### src/rtl/mu_issue_ctrl.sv
// mu_issue_ctrl: issues one multiply op to the multiply unit, buffers its result for writeback and stalls decode on RAW hazards.
// Define MU_WB_BYPASS_EN to add fwd_* forwarding from the WB buffer and back-to-back accept on wb_ack.
package mu_issue_ctrl_pkg;
   typedef logic [1:0] sign_type_t;
endpackage

module mu_issue_ctrl
   import mu_issue_ctrl_pkg::*;
#(
   parameter int XLEN  = 32,
   parameter int REG_W = 5
) (
   input  logic             CLK,
   input  logic             RST,
   input  logic             issue_valid,
   output logic             issue_ready,
   input  logic [XLEN-1:0]  issue_rs1_data,
   input  logic [XLEN-1:0]  issue_rs2_data,
   input  logic             issue_high_low_sel,
   input  sign_type_t       issue_is_signed,
   input  logic [REG_W-1:0] issue_rd,
   input  logic             issue_wen,
   input  logic [REG_W-1:0] src1_idx,
   input  logic [REG_W-1:0] src2_idx,
   input  logic             flush,
   output logic [XLEN-1:0]  rs1_data,
   output logic [XLEN-1:0]  rs2_data,
   output logic             start_mu,
   output logic             decode_done,
   output logic             high_low_sel,
   output sign_type_t       is_signed,
   output logic [REG_W-1:0] reg_rd,
   output logic             wen,
   input  logic             busy_mu,
   input  logic             done_mu,
   input  logic             wen_mu,
   input  logic [XLEN-1:0]  wdata_mu,
   input  logic [REG_W-1:0] reg_rd_mu,
   output logic             wb_valid,
   output logic [REG_W-1:0] wb_rd,
   output logic [XLEN-1:0]  wb_data,
   input  logic             wb_ack,
   output logic             hazard_stall
`ifdef MU_WB_BYPASS_EN
   ,
   output logic             fwd_valid,
   output logic [REG_W-1:0] fwd_rd,
   output logic [XLEN-1:0]  fwd_data
`endif
);
   typedef enum logic [1:0] {IDLE, START, WAIT, WB} state_t;
   state_t state, state_nxt;
   logic kill, pending_valid, op_hl, op_wen, ready_int, accept, take_result, hit;
   logic [XLEN-1:0] op_rs1, op_rs2, buf_data;
   logic [REG_W-1:0] op_rd, buf_rd;
   sign_type_t op_sgn;
   logic [5:0] idle_cnt;

`ifdef MU_WB_BYPASS_EN
   assign ready_int = state == IDLE || (state == WB && wb_ack);
`else
   assign ready_int = state == IDLE;
`endif
   assign accept      = ready_int && issue_valid && !flush;
   assign take_result = done_mu && !kill && !flush && wen_mu && reg_rd_mu != '0;

   always_comb begin
      state_nxt = state;
      case (state)
         IDLE:    state_nxt = accept ? START : IDLE;
         START:   state_nxt = busy_mu ? START : WAIT;
         WAIT:    state_nxt = !done_mu ? WAIT : take_result ? WB : IDLE;
         WB:      state_nxt = flush ? IDLE : accept ? START : wb_ack ? IDLE : WB;
         default: state_nxt = IDLE;
      endcase
   end

   always_ff @(posedge CLK or posedge RST)
      if (RST) begin
         state         <= IDLE;
         kill          <= 1'b0;
         pending_valid <= 1'b0;
         op_rs1        <= '0;
         op_rs2        <= '0;
         op_hl         <= 1'b0;
         op_sgn        <= '0;
         op_rd         <= '0;
         op_wen        <= 1'b0;
         buf_rd        <= '0;
         buf_data      <= '0;
         idle_cnt      <= '0;
      end else begin
         state         <= state_nxt;
         pending_valid <= state_nxt != IDLE;
         // The multiply unit cannot be aborted, so a flushed op is only marked dead until done_mu
         kill          <= state_nxt == IDLE ? 1'b0 : kill || (flush && (state == START || state == WAIT));
         if (accept) begin
            op_rs1 <= issue_rs1_data;
            op_rs2 <= issue_rs2_data;
            op_hl  <= issue_high_low_sel;
            op_sgn <= issue_is_signed;
            op_rd  <= issue_rd;
            op_wen <= issue_wen;
         end
         if (take_result) begin
            buf_rd   <= reg_rd_mu;
            buf_data <= wdata_mu;
         end
         idle_cnt <= (state == WAIT && !busy_mu) ? idle_cnt + 6'd1 : '0;
      end

   assign rs1_data     = op_rs1;
   assign rs2_data     = op_rs2;
   assign high_low_sel = op_hl;
   assign is_signed    = op_sgn;
   assign reg_rd       = op_rd;
   assign wen          = op_wen;
   assign start_mu     = state == START && !busy_mu;
   assign decode_done  = start_mu;
   assign wb_valid     = state == WB;
   assign wb_rd        = buf_rd;
   assign wb_data      = buf_data;
   assign issue_ready  = !RST && ready_int;
   assign hit = pending_valid && !kill && op_rd != '0 && (src1_idx == op_rd || src2_idx == op_rd);

`ifdef MU_WB_BYPASS_EN
   assign hazard_stall = !RST && ((hit && state != WB) || (issue_valid && !ready_int));
   assign fwd_valid    = state == WB;
   assign fwd_rd       = buf_rd;
   assign fwd_data     = buf_data;
`else
   assign hazard_stall = !RST && (hit || (issue_valid && !ready_int));
`endif

   // A multiply unit that never reports busy for 64 cycles while we wait has lost the op
   a_busy_seen: assert property (@(posedge CLK) disable iff (RST)
      !(state == WAIT && !busy_mu && idle_cnt == 6'd63));
endmodule

### config.mk
export PLATFORM = sky130hd
export DESIGN_NAME = mu_issue_ctrl
export DESIGN_NICKNAME = d
export VERILOG_FILES = /design/src/rtl/mu_issue_ctrl.sv
export SDC_FILE = /design/constraint.sdc
export NUM_CORES = 1
export LEC_CHECK = 0
export CELL_PAD_IN_SITES_DETAIL_PLACEMENT = 0
export CELL_PAD_IN_SITES_GLOBAL_PLACEMENT = 1
export CORE_ASPECT_RATIO = 0.75
export CORE_MARGIN = 5
export CORE_UTILIZATION = 27
export CTS_CLUSTER_DIAMETER = 50
export DETAILED_ROUTE_END_ITERATION = 10
export PLACE_DENSITY_LB_ADDON = 0.15
export SLEW_MARGIN = 20
export SYNTH_ARGS = -nofsm -noshare
export SYNTH_HDL_FRONTEND = slang
export SYNTH_SLANG_ARGS = --single-unit
### constraint.sdc
create_clock -name CLK -period 3.8 [get_ports CLK]
set_clock_uncertainty 0.05 [all_clocks]
set_input_delay 0.76 -clock CLK [delete_from_list [all_inputs] [get_ports CLK]]
set_output_delay 0.76 -clock CLK [all_outputs]
set_load 0.01 [all_outputs]
; After elaboration in Yosys (flattened, before gate mapping)
; Cells that the tools add are included.
[word_totals]
reg_bits = 114
in_bits = 128
out_inout_bits = 115
elab_cells = 53
[op_classes]
n_eq_ne = 5
mux = 9
n_reduce_logical = 28
[op_table]
columns = cell, count
row1 = logical AND 1 bit, 14
row2 = 2-to-1 mux 2 bit, 6
row3 = equality test 5 bit, 2
row4 = nonzero test 5 bit, 2
row5 = one-hot mux 2 bit (4 select lines), 1
row6 = zero test 1 bit, 5
row7 = equality test 2 bit (second input constant), 2
row8 = zero test 2 bit, 2
row9 = logical OR 1 bit, 4
row10 = equality test 2 x 1 -> 1 bit (second input constant), 1
row11 = 2-to-1 mux 1 bit, 2
row12 = nonzero test 2 bit, 1

; Depth between registers and ports, before layout
; Gate-level depths: netlist of the first run.
[depth]
depth_word = 10
mapped_depth = 8
depth_no_buf = 6

; Least setup slack after synthesis of the first run
; Ideal clock, no wire load.
[synth_timing]
path_type = register to output
startpoint = register op_rd[0] (netlist: reg_rd[0])
endpoint = output port hazard_stall
arrival_ns = 1.349
required_time_ns = 2.990
path_slack_ns = 1.641
path_stages_with_launch = 5
n_path_buf = 0
cell_sequence = dfrtp_1 or4_1 nor2_1 nor4b_1 a22o_1
[synth_via]
elab_chain_cells = 5
elab_cells_between_ends = 8
classes_between = eq/ne (2) / reduce/logical (6)
[synth_rtl]
columns = item, line_no
row1 = start: declaration, 55  ; logic [REG_W-1:0] op_rd, buf_rd;
row2 = start signal: assignment, 102  ; op_rd <= issue_rd;
row3 = equality test 5 bit or nonzero test 5 bit (tied branches), 124  ; assign hit = pending_valid && !kill && op_rd != '0 && (src1_idx == op_rd || src2_idx == op_rd);
row4 = logical OR 1 bit or logical AND 1 bit (tied branches), 124
row5 = logical AND 1 bit *, 124
row6 = logical OR 1 bit *, 132  ; assign hazard_stall = !RST && (hit || (issue_valid && !ready_int));
row7 = logical AND 1 bit *, 132
row8 = end: declaration, 43  ; output logic hazard_stall
; Mark *: on every way between the ends. The rest lies on a longest branch, timed or not.

; Worst setup path in the final report of the first run
[layout_timing]
startpoint = input port src1_idx[4]
endpoint = output port hazard_stall
[layout_via]
elab_chain_cells = 5
[layout_rtl]
columns = item, line_no
row1 = start: declaration, 23  ; input logic [REG_W-1:0] src1_idx,
row2 = equality test 5 bit, 124
row3 = logical OR 1 bit, 124
row4 = logical AND 1 bit, 124
row5 = logical OR 1 bit, 132
row6 = logical AND 1 bit, 132
; No other way between the ends.

==> summary.txt, run 1 <==
Synthesis
  – Largest family of logic cells by synthesized area: multiplexers
  – Top_reg_cell synth: dfrtp_1
  – Top cell type's share of synthesized area: 0.615
  – Post-synthesis mux area share: 0.177
  – Synth unique cells: 30
  – Syn Inst Count: 360
  – Number of enable flip-flop cells after synthesis: 0
  – Post-Synth Simple-Gate Area: 0.105
  – Post-synth top area cell: dfrtp_1
  – XOR/XNOR share of the synthesized area: 0.0189
  – Synth Cell Area: 0.00464 mm^2
  – Synth async-reset ratio: 1.00
  – Yosys warns: 0
  – Synth Net Count: 493
  – Post-synthesis compound-gate area fraction: 0.0299
  – Largest cells by area after synthesis: dfrtp_1, mux2_2, nand2_1, buf_6, xnor2_1
  – Sequential-to-total area share from yosys stat: 0.615
  – #FFs+latches synth: 114
  – Syn_area_per_cell: 12.9 um^2
  – Adder-Cell Fraction of Synth Area: 0.0135

Final layout
  – # diodes: 0
  – # nets final: 742
  – Area of the multi-input gates: 0.00160 mm^2
  – Register area: 0.00285 mm^2
  – Area Growth Syn to Fin: 69.2%
  – Layout fillers: 1546
  – Fin area: 0.00785 mm^2
  – Share of post-route cells with drive strength above 1: 0.174

Global routing
  – Global route total overflow: 0
  – Vias in the first global route: 4060
  – Total GRT Usage: 0.141
  – Antenna violations before repair: 0
  – Largest net degree at the start of global routing: 51
  – First-pass GRT wire length: 21800 um

Critical path
  – Worst stage delay on the critical path: 0.56 ns
  – Sequence of cells on the critical path: clkdlybuf4s50_1 -> xnor2_1 -> nand3_1 -> o22ai_1 -> a22o_1 -> clkdlybuf4s50_1
  – Critical path type: in -> out
  – Type of origin of the critical path: input pin
  – Worst reg2reg path depth: 6
  – CP arrival: 2.42 ns
  – Flop2flop setup slack: 1.63 ns
  – Worst Path Max Fanout: 1
  – Crit end category: primary output
  – CP max-delay cell: clkdlybuf4s50_1
  – WP data required: 2.99 ns
  – Most used cell, CP: clkdlybuf4s50_1

Floorplan
  – Die W: 161 um
  – Die height: 124 um
  – Full die area: 0.0199 mm^2
  – Starting Density: 0.276
  – # rows: 41
  – Core ar.: 0.0168 mm^2
  – Io pins: 243

CTS
  – Cts repair resizes: 0
  – Max clock buf depth: 2
  – Root buf cell: clkbuf_16
  – Post-CTS Setup Repair Bufs: 0
  – H-tree depth: 4
  – Worst skew pair latency: 0.40 ns
  – Clock slew at reported path FFs: 0.06 ns
  – CTS buffer count: 17
  – CTS tree: done
  – CTS sink count: 114
  – Post-CTS Hold Buffers: 0

Timing
  – RSZ-0062 raised after global routing: no
  – Post-route clock period utilization: 0.850
  – Worst relative slew slack: 0.359
  – Final Hold Fails: 0
  – Setup TNS: 0 ns
  – Final Max Tran Viols: 0
  – Max Clk Rate: 0.310 GHz
  – Tmin final: 3.23 ns
  – Worst-margin pin slew: 0.958 ns
  – Final setup fails: 0

Place
  – Placed Area: 0.00723 mm^2
  – RePlAce Congestion: 0.791
  – # port buffers: 242
  – Hpwl dp: 10400 um

Outcome
  – Status: completed

Drt
  – Residual DRC count: 0
  – Total length of routed wires: 13800 um
  – Via Count: 3541
  – Routed len/inst: 16.4 um
  – Antenna-violating nets left: 0
  – First DRT Iteration DRCs: 149
  – Post-DR vias/cell: 4.23
  – DRT Pass-1 Iters: 4

Hold path
  – Hold WC Path Type: reg -> reg
  – Hold depth: 2

Run
  – Max_cap viols: 0

Pwr
  – Leak pwr: 3.38 nW
  – Maximum vdd drop: 0.318 mV
  – Pwr Density: 789 mW/mm^2
[worst paths after layout]
path	start	endpoint
worst max-delay path	src1_idx[4]	hazard_stall
worst min-delay path	wb_data[8]	wb_data[8]
worst max register to register	state[0]	rs1_data[5]
worst min register to register	wb_data[8]	wb_data[8]
max in group asynchronous	RST	wb_rd[0]
min in group asynchronous	RST	reg_rd[0]
[sequential cells by signal, indices dropped and copies added (netlist names)]
name	flops
rs1_data	32
rs2_data	32
wb_data	32
reg_rd	5
wb_rd	5
is_signed	2
state	2
high_low_sel	1
kill	1
pending_valid	1
wen	1
[where the power goes]
part           internal (W)  total, W  leakage [nW]  switching, W
Combinational       0.00150   0.00243          1.72      0.000923
Sequential          0.00177   0.00210          1.37      0.000328
Clock               0.00110   0.00167         0.286      0.000571
Total               0.00437   0.00619          3.38       0.00182
[cell type report]
| class | instances | area share |
|---|---|---|
| Sequential cell | 114 | 0.363 |
| Timing Repair Buffer | 248 | 0.317 |
| Multi-Input combinational cell | 224 | 0.204 |
| Clock buffer | 19 | 0.0551 |
| Tap cell | 215 | 0.0343 |
| Clock inverter | 13 | 0.0236 |
| Inverter | 4 | 0.00239 |
[cell usage after synthesis (2+ instances only)]
cell type  count
dfrtp_1      114
nand2_1      106
mux2_2        66
xnor2_1       10
buf_6          8
mux2_1         7
ha_1           5
a21oi_1        4
a22o_1         4
buf_2          4
inv_1          4
buf_8          3
nor2_1         3
a22oi_1        2
buf_4          2
nand3_1        2
nor2b_1        2
o21ai_4        2
[placed cells by master (no fill, tap or decap)]
master,n
inv_6,1
clkinvlp_4,6
nor2b_1,2
nor2_1,3
mux2_2,66
a22oi_1,2
o21a_1,1
bufinv_16,4
or4_4,1
nand2b_1,1
clkdlybuf4s50_1,242
xnor2_1,10
clkinv_2,2
nor4bb_1,1
clkbuf_16,17
a221oi_2,1
nand2_1,106
or2_4,1
o22ai_1,1
or4_1,1
a22o_1,4
a211oi_1,1
inv_1,3
mux2_1,7
o21ai_4,2
nand3_1,2
clkbuf_1,2
nor4b_1,1
buf_4,4
a21oi_1,4
buf_12,2
ha_1,5
clkinv_4,1
dfrtp_1,114
nor3_1,1
[logic make-up after synthesis]
group,count (synthesis)
AOI/OAI and AO/OA,16
xor gates and xnor gates,10
adders and majority gates,5
buffers and inverters,22
DFF,114
muxes,73
and+or+nand+nor,120
[critical path: cells and delay by family]
kind / cells / cell delay, ns
AOI/OAI and AO/OA: 2 / 0.42
xor gates and xnor gates: 1 / 0.11
buffers and inverters: 2 / 1.04
and+or+nand+nor: 1 / 0.09
[stage by stage]
step	std cells	total power, W	setup slack (ns)	hold WS [ns]	util
floorplan	360	0.00309	1.60	0.458	-
global placement	805	0.00455	0.528	0.407	0.430
detailed placement	805	0.00458	0.536	0.413	0.430
CTS	837	0.00631	0.529	0.428	0.467
global route	837	0.00657	0.471	0.449	0.467
finish	837	0.00619	0.571	0.422	0.467
[routing by layer]
layer | track usage | routed length [um] | vias to the layer above
li1 | - | - | 1692
met5 | 0 | 0 | -
met3 | 0.0843 | 1770 | 12
met1 | 0.171 | 5710 | 1679
met2 | 0.211 | 6130 | 158
met4 | 0.0432 | 141 | 0
No activity file was read; power rests on OpenSTA's default activity.
==> inputs of run 2 (changes only) <==
- CORE_UTILIZATION: 27 -> 30
- clock period: 3.8 -> 3 ns (I/O delays scaled with it)
==> run 2 against run 1 <==
Against the previous run:
- cell area is 0.89% lower
- combinational power increased by 28%
- clock power is 8% higher
- largest cell class unchanged
- largest power group unchanged
==> summary.txt, run 2 (same netlist as run 1, synthesis figures left out) <==
CTS
  – CTS buffer count: 17 (unchanged)
  – Clock slew at reported path FFs: 0.05 ns (about the same)
  – Max clock buf depth: 2 (unchanged)
  – Post-CTS Setup Repair Bufs: 0 (unchanged)
  – Root buf cell: clkbuf_16
  – H-tree depth: 4 (unchanged)
  – Worst skew pair latency: 0.40 ns (about the same)
  – Cts repair resizes: 0 (unchanged)
  – Post-CTS Hold Buffers: 0 (unchanged)
  – CTS sink count: 114 (unchanged)
  – CTS tree: done

Pwr
  – Power, Total: 0.00756 W (+22%)
  – Internal power: 0.00532 W (+22%)
  – Clock power share: 0.240 (-0.029)
  – Pwr Density: 972 mW/mm^2 (+23%)
  – Sequential share of power: 0.351 (+0.012)
  – Leak pwr: 3.38 nW (about the same)
  – Maximum vdd drop: 0.524 mV (+65%)
  – Switching Fraction: 0.297 (+0.00294)
  – Comb pwr share: 0.410 (+0.018)
  – NetSw: 0.00225 W (+23%)

Timing
  – Final Hold Fails: 0 (unchanged)
  – Final Max Tran Viols: 0 (unchanged)
  – Tmin final: 2.66 ns
  – Hold Slack: 0.421 ns (-0.000151 ns)
  – Post-route clock period utilization: 0.888
  – Max Clk Rate: 0.375 GHz
  – RSZ-0062 raised after global routing: no
  – Worst-margin pin slew: 0.655 ns (-0.303 ns)
  – Worst relative slew slack: 0.563 (+0.205)
  – Setup TNS: 0 ns (unchanged)
  – Final setup fails: 0 (unchanged)

Floorplan
  – Full die area: 0.0181 mm^2 (-9.3%)
  – Core ar.: 0.0152 mm^2 (-9.5%)
  – Io pins: 243 (unchanged)
  – # rows: 39 (-4.9%)
  – Die W: 154 um (-4.8%)
  – Starting Density: 0.305 (+0.0290)
  – Die height: 118 um (-4.7%)

Outcome
  – Status: completed

Critical path
  – CP arrival: 2.01 ns (-0.41 ns)
  – Critical path type: reg -> out
  – Worst Path Max Fanout: 3 (+2)
  – WP data required: 2.35 ns (-0.64 ns)
  – Crit end category: primary output
  – Type of origin of the critical path: register

Final layout
  – Final std cells w/o fill: 824 (-1.6%)
  – # diodes: 0 (unchanged)
  – Most frequent cells in the layout: clkdlybuf4s50_1, dfrtp_1, nand2_1
  – # nets final: 743 (+0.13%)
  – Area Growth Syn to Fin: 67.7%
  – Fin area: 0.00778 mm^2 (-0.89%)
  – Most common cell after layout, fill and taps aside: clkdlybuf4s50_1
  – Share of post-route cells with drive strength above 1: 0.173 (-0.000774)

Global routing
  – First-pass GRT wire length: 21100 um (-2.9%)
  – Total GRT Usage: 0.150 (+0.00864)
  – Vias in the first global route: 3878 (-4.5%)
  – Antenna violations before repair: 0 (unchanged)
  – Largest net degree at the start of global routing: 115 (+130%)
  – Global route total overflow: 0 (unchanged)

Drt
  – First DRT Iteration DRCs: 141 (-5.4%)
  – Via Count: 3545 (+0.11%)
  – Post-DR vias/cell: 4.30 (+1.7%)
  – Routed len/inst: 16.3 um (-0.65%)
  – Total length of routed wires: 13500 um (-2.2%)
  – Antenna-violating nets left: 0 (unchanged)
  – Residual DRC count: 0 (unchanged)
  – DRT Pass-1 Iters: 4 (unchanged)

Place
  – Placed insts: 796 (-1.1%)
  – Placed Area: 0.00725 mm^2 (+0.28%)
  – # port buffers: 242 (unchanged)
  – Hpwl dp: 9950 um (-4.0%)
  – RePlAce Congestion: 0.790 (about the same)

Run
  – Max_cap viols: 0 (unchanged)

Hold path
  – Hold WC Path Type: reg -> reg
[run 2: cell count changes in the layout (fill, tap and decap cells not counted)]
cell,before,now
dfrtp_1,114,112
buf_12,2,4
inv_6,1,0
clkbuf_8,0,2
dlymetal6s2s_1,0,1
clkinv_4,1,0
clkinv_2,2,5
buf_4,4,3
bufinv_16,4,1
clkdlybuf4s50_1,242,241
clkinvlp_4,6,2
dfrtp_2,0,2
[run 2: stage by stage]
step                      setup WS (ns)   util
after floorplan                   0.965      -
after CTS                        0.0186  0.511
after global routing              0.185  0.511
final                             0.336  0.511
after detailed placement          0.178  0.476
after global placement            0.205  0.476
[run 2: power by group through the flow]
stage	Combinational (W)	Sequential, W	Clock (W)
global placement	0.00312	0.00264	0
detailed placement	0.00314	0.00267	0
finish	0.00310	0.00265	0.00181
CTS	0.00316	0.00266	0.00187
global route	0.00334	0.00275	0.00193
floorplan	0.000963	0.00296	0
[run 2: critical path, stage by stage (launching register included)]
cell and delay (ns):
dfrtp_1 0.41, inv_1 0.12, ha_1 0.19, nor2b_1 0.29, clkdlybuf4s50_1 0.60
[run 2: final cells by class]
cell class | instances | area (um^2)
inverters | 4 | 18.8
repair buffers | 249 | 2530
well taps | 205 | 256
flip-flops and latches | 114 | 2860
multi-input cells | 224 | 1600
clock buffers | 21 | 460
fillers | 1345 | 7440
clock inverters | 7 | 62.6
[run 2: path summary, 6_finish.rpt]
path / from / end / slack, ns / cells after the start
setup / recovery: state[1] / decode_done / 0.34 / 4
hold / removal: wb_data[11] / wb_data[11] / 0.42 / 2
setup reg to reg: state[0] / rs2_data[23] / 1.04 / 6
hold reg to reg: wb_data[11] / wb_data[11] / 0.42 / 2
max in group asynchronous: RST / wb_data[25] / 1.63 / 3
min in group asynchronous: RST / rs2_data[1] / 0.73 / 3
[run 2: layer usage]
| metal | vias up | share of wire | GRT usage |
|---|---|---|---|
| li1 | 1688 | - | - |
| met5 | - | 0 | 0 |
| met4 | 0 | 0.018 | 0.0618 |
| met3 | 20 | 0.14 | 0.0941 |
| met2 | 163 | 0.44 | 0.219 |
| met1 | 1674 | 0.41 | 0.176 |
==> inputs of run 3 (changes only) <==
--- a/constraint.sdc
+++ b/constraint.sdc
@@ -4,2 +4,2 @@
 set_output_delay 0.6 -clock CLK [all_outputs]
-set_load 0.01 [all_outputs]
+set_load 0.05 [all_outputs]
==> run 3 against run 2 <==
Against the previous run:
- cell area rose by 1.4%
- first-iteration DRC count fell by 31%
- largest power group unchanged
- critical endpoint is now hazard_stall
- sequential power barely moved
- cell count rose by 0.61%
- critical path depth rose by 1
- total power rose by 33%
- global-route usage rose by 0.47 points
- via count rose by 1.5%
==> summary.txt, run 3 (same netlist as run 1, synthesis figures left out) <==
Outcome
  – Status: completed

Pwr
  – Comb pwr share: 0.524 (+0.114)
  – Switching Fraction: 0.442 (+0.145)
  – Internal power: 0.00563 W (+5.9%)
  – Leak pwr: 3.43 nW (+1.5%)
  – Pwr Density: 1280 mW/mm^2 (+32%)
  – NetSw: 0.00446 W (+99%)
  – Sequential share of power: 0.262 (-0.089)
  – Maximum vdd drop: 0.695 mV (+33%)
  – Clock power share: 0.214 (-0.026)

CTS
  – CTS sink count: 114 (unchanged)
  – Clock slew at reported path FFs: 0.05 ns (about the same)
  – Root buf cell: clkbuf_16
  – Post-CTS Setup Repair Bufs: 0 (unchanged)
  – Max clock buf depth: 2 (unchanged)
  – CTS buffer count: 17 (unchanged)
  – CTS tree: done
  – Post-CTS Hold Buffers: 0 (unchanged)
  – Cts repair resizes: 0 (unchanged)
  – Worst skew pair latency: 0.41 ns (about the same)
  – H-tree depth: 4 (unchanged)

Critical path
  – WP data required: 2.35 ns (about the same)
  – Reg2reg start: state[1]
  – Worst setup path start: reg_rd[0]
  – Type of origin of the critical path: register
  – Crit end category: primary output
  – Critical path type: reg -> out
  – Worst Path Max Fanout: 5 (+2)
  – CP arrival: 1.98 ns (-0.03 ns)
  – Worst reg2reg path depth: 6 (unchanged)

Global routing
  – First-pass GRT wire length: 21800 um (+3.3%)
  – Vias in the first global route: 3988 (+2.8%)
  – Largest net degree at the start of global routing: 115 (unchanged)
  – Total GRT Usage: 0.154 (+0.00471)
  – Antenna violations before repair: 0 (unchanged)
  – Global route total overflow: 0 (unchanged)

Hold path
  – Hold WC Path Type: reg -> reg
  – Hold depth: 2 (unchanged)
  – Worst hold start: wb_data[20]

Place
  – RePlAce Congestion: 0.790 (about the same)
  – Post-place setup slack: 0.471 ns (+0.293 ns)
  – Placed insts: 797 (+0.13%)
  – Hpwl dp: 9940 um (-0.13%)
  – # port buffers: 242 (unchanged)

Timing
  – Max Clk Rate: 0.381 GHz (+1.4%)
  – Worst relative slew slack: 0.596 (+0.0324)
  – RSZ-0062 raised after global routing: no
  – Setup TNS: 0 ns (unchanged)
  – Setup ws final: 0.372 ns (+0.0362 ns)
  – Final Max Tran Viols: 0 (unchanged)
  – Final setup fails: 0 (unchanged)
  – Worst-margin pin slew: 0.606 ns (-0.0486 ns)
  – Final Hold Fails: 0 (unchanged)
  – Tmin final: 2.63 ns (-0.0362 ns)
  – Hold Slack: 0.423 ns (+0.00168 ns)
  – Post-route clock period utilization: 0.876 (-0.0121)

Final layout
  – Area Growth Syn to Fin: 70.1%
  – Share of post-route cells with drive strength above 1: 0.183 (+0.00983)
  – # nets final: 744 (+0.13%)
  – # diodes: 0 (unchanged)
  – Most common cell after layout, fill and taps aside: clkdlybuf4s50_1
  – Final std cells w/o fill: 829 (+0.61%)
  – Most frequent cells in the layout: clkdlybuf4s50_1, dfrtp_1, nand2_1
  – Post-layout util: 0.518 (+0.00715)

Drt
  – Antenna-violating nets left: 0 (unchanged)
  – DRT Pass-1 Iters: 4 (unchanged)
  – Total length of routed wires: 13500 um (+0.65%)
  – Post-DR vias/cell: 4.34 (+0.85%)
  – Routed len/inst: 16.3 um (about the same)
  – Via Count: 3597 (+1.5%)
  – Residual DRC count: 0 (unchanged)
  – First DRT Iteration DRCs: 97 (-31%)

Floorplan
  – Starting Density: 0.305 (unchanged)
  – Io pins: 243 (unchanged)
  – Full die area: 0.0181 mm^2 (unchanged)
  – Die height: 118 um (unchanged)
  – Die W: 154 um (unchanged)
  – Core ar.: 0.0152 mm^2 (unchanged)
  – # rows: 39 (unchanged)

Run
  – Max_cap viols: 0 (unchanged)
run 3: changes by cell type in the layout (fill, tap and decap cells not counted), sizes merged:
| cell | before | now |
|---|---|---|
| clkinv | 5 | 4 |
| buf | 7 | 12 |
| bufinv | 1 | 4 |
| clkdlybuf4s50 | 241 | 238 |
| dlymetal6s2s | 1 | 0 |
| clkbuf | 21 | 23 |
run 3: worst max-delay path: stages (launching register included):
cell and delay (ns):
dfrtp_1 0.43, or4_1 0.55, nor2_1 0.10, nor4b_1 0.07
a22o_1 0.27, buf_12 0.15
run 3: layout make-up:
cell class	instances	area, um^2
fillers	1370	7330
flip-flops and latches	114	2850
repair buffers	250	2520
multi-input cells	224	1600
clock buffers	23	488
well taps	205	256
clock inverters	9	151
inverters	4	18.8
run 3: layer usage:
layer	share of wire	track usage	wire length, um
met3	0.14	0.102	1840
met1	0.41	0.182	5490
met2	0.45	0.225	6030
met5	0	0	0
met4	0.012	0.0563	168
run 3: path summary, 6_finish.rpt:
kind,to,slack (ns)
max in group asynchronous,rs2_data[7],1.71
worst min-delay path,wb_data[20],0.42
worst min register to register,wb_data[20],0.42
min in group asynchronous,rs2_data[0],0.77
worst max register to register,rs1_data[31],0.98
worst max-delay path,hazard_stall,0.37
run 3: stage by stage:
step,power [W],instance area [um^2]
after detailed placement,0.00800,7250
final,0.0101,7890
after global routing,0.0106,7890
after floorplan,0.00606,4640
after global placement,0.00795,7250
after CTS,0.0102,7890
run 3: power groups by stage:
stage | combinational (W) | sequential, W | clock [W]
final | 0.00529 | 0.00264 | 0.00216
after global routing | 0.00554 | 0.00275 | 0.00229
after CTS | 0.00535 | 0.00266 | 0.00222
after detailed placement | 0.00532 | 0.00267 | 0
after global placement | 0.00531 | 0.00264 | 0
after floorplan | 0.00101 | 0.00505 | 0
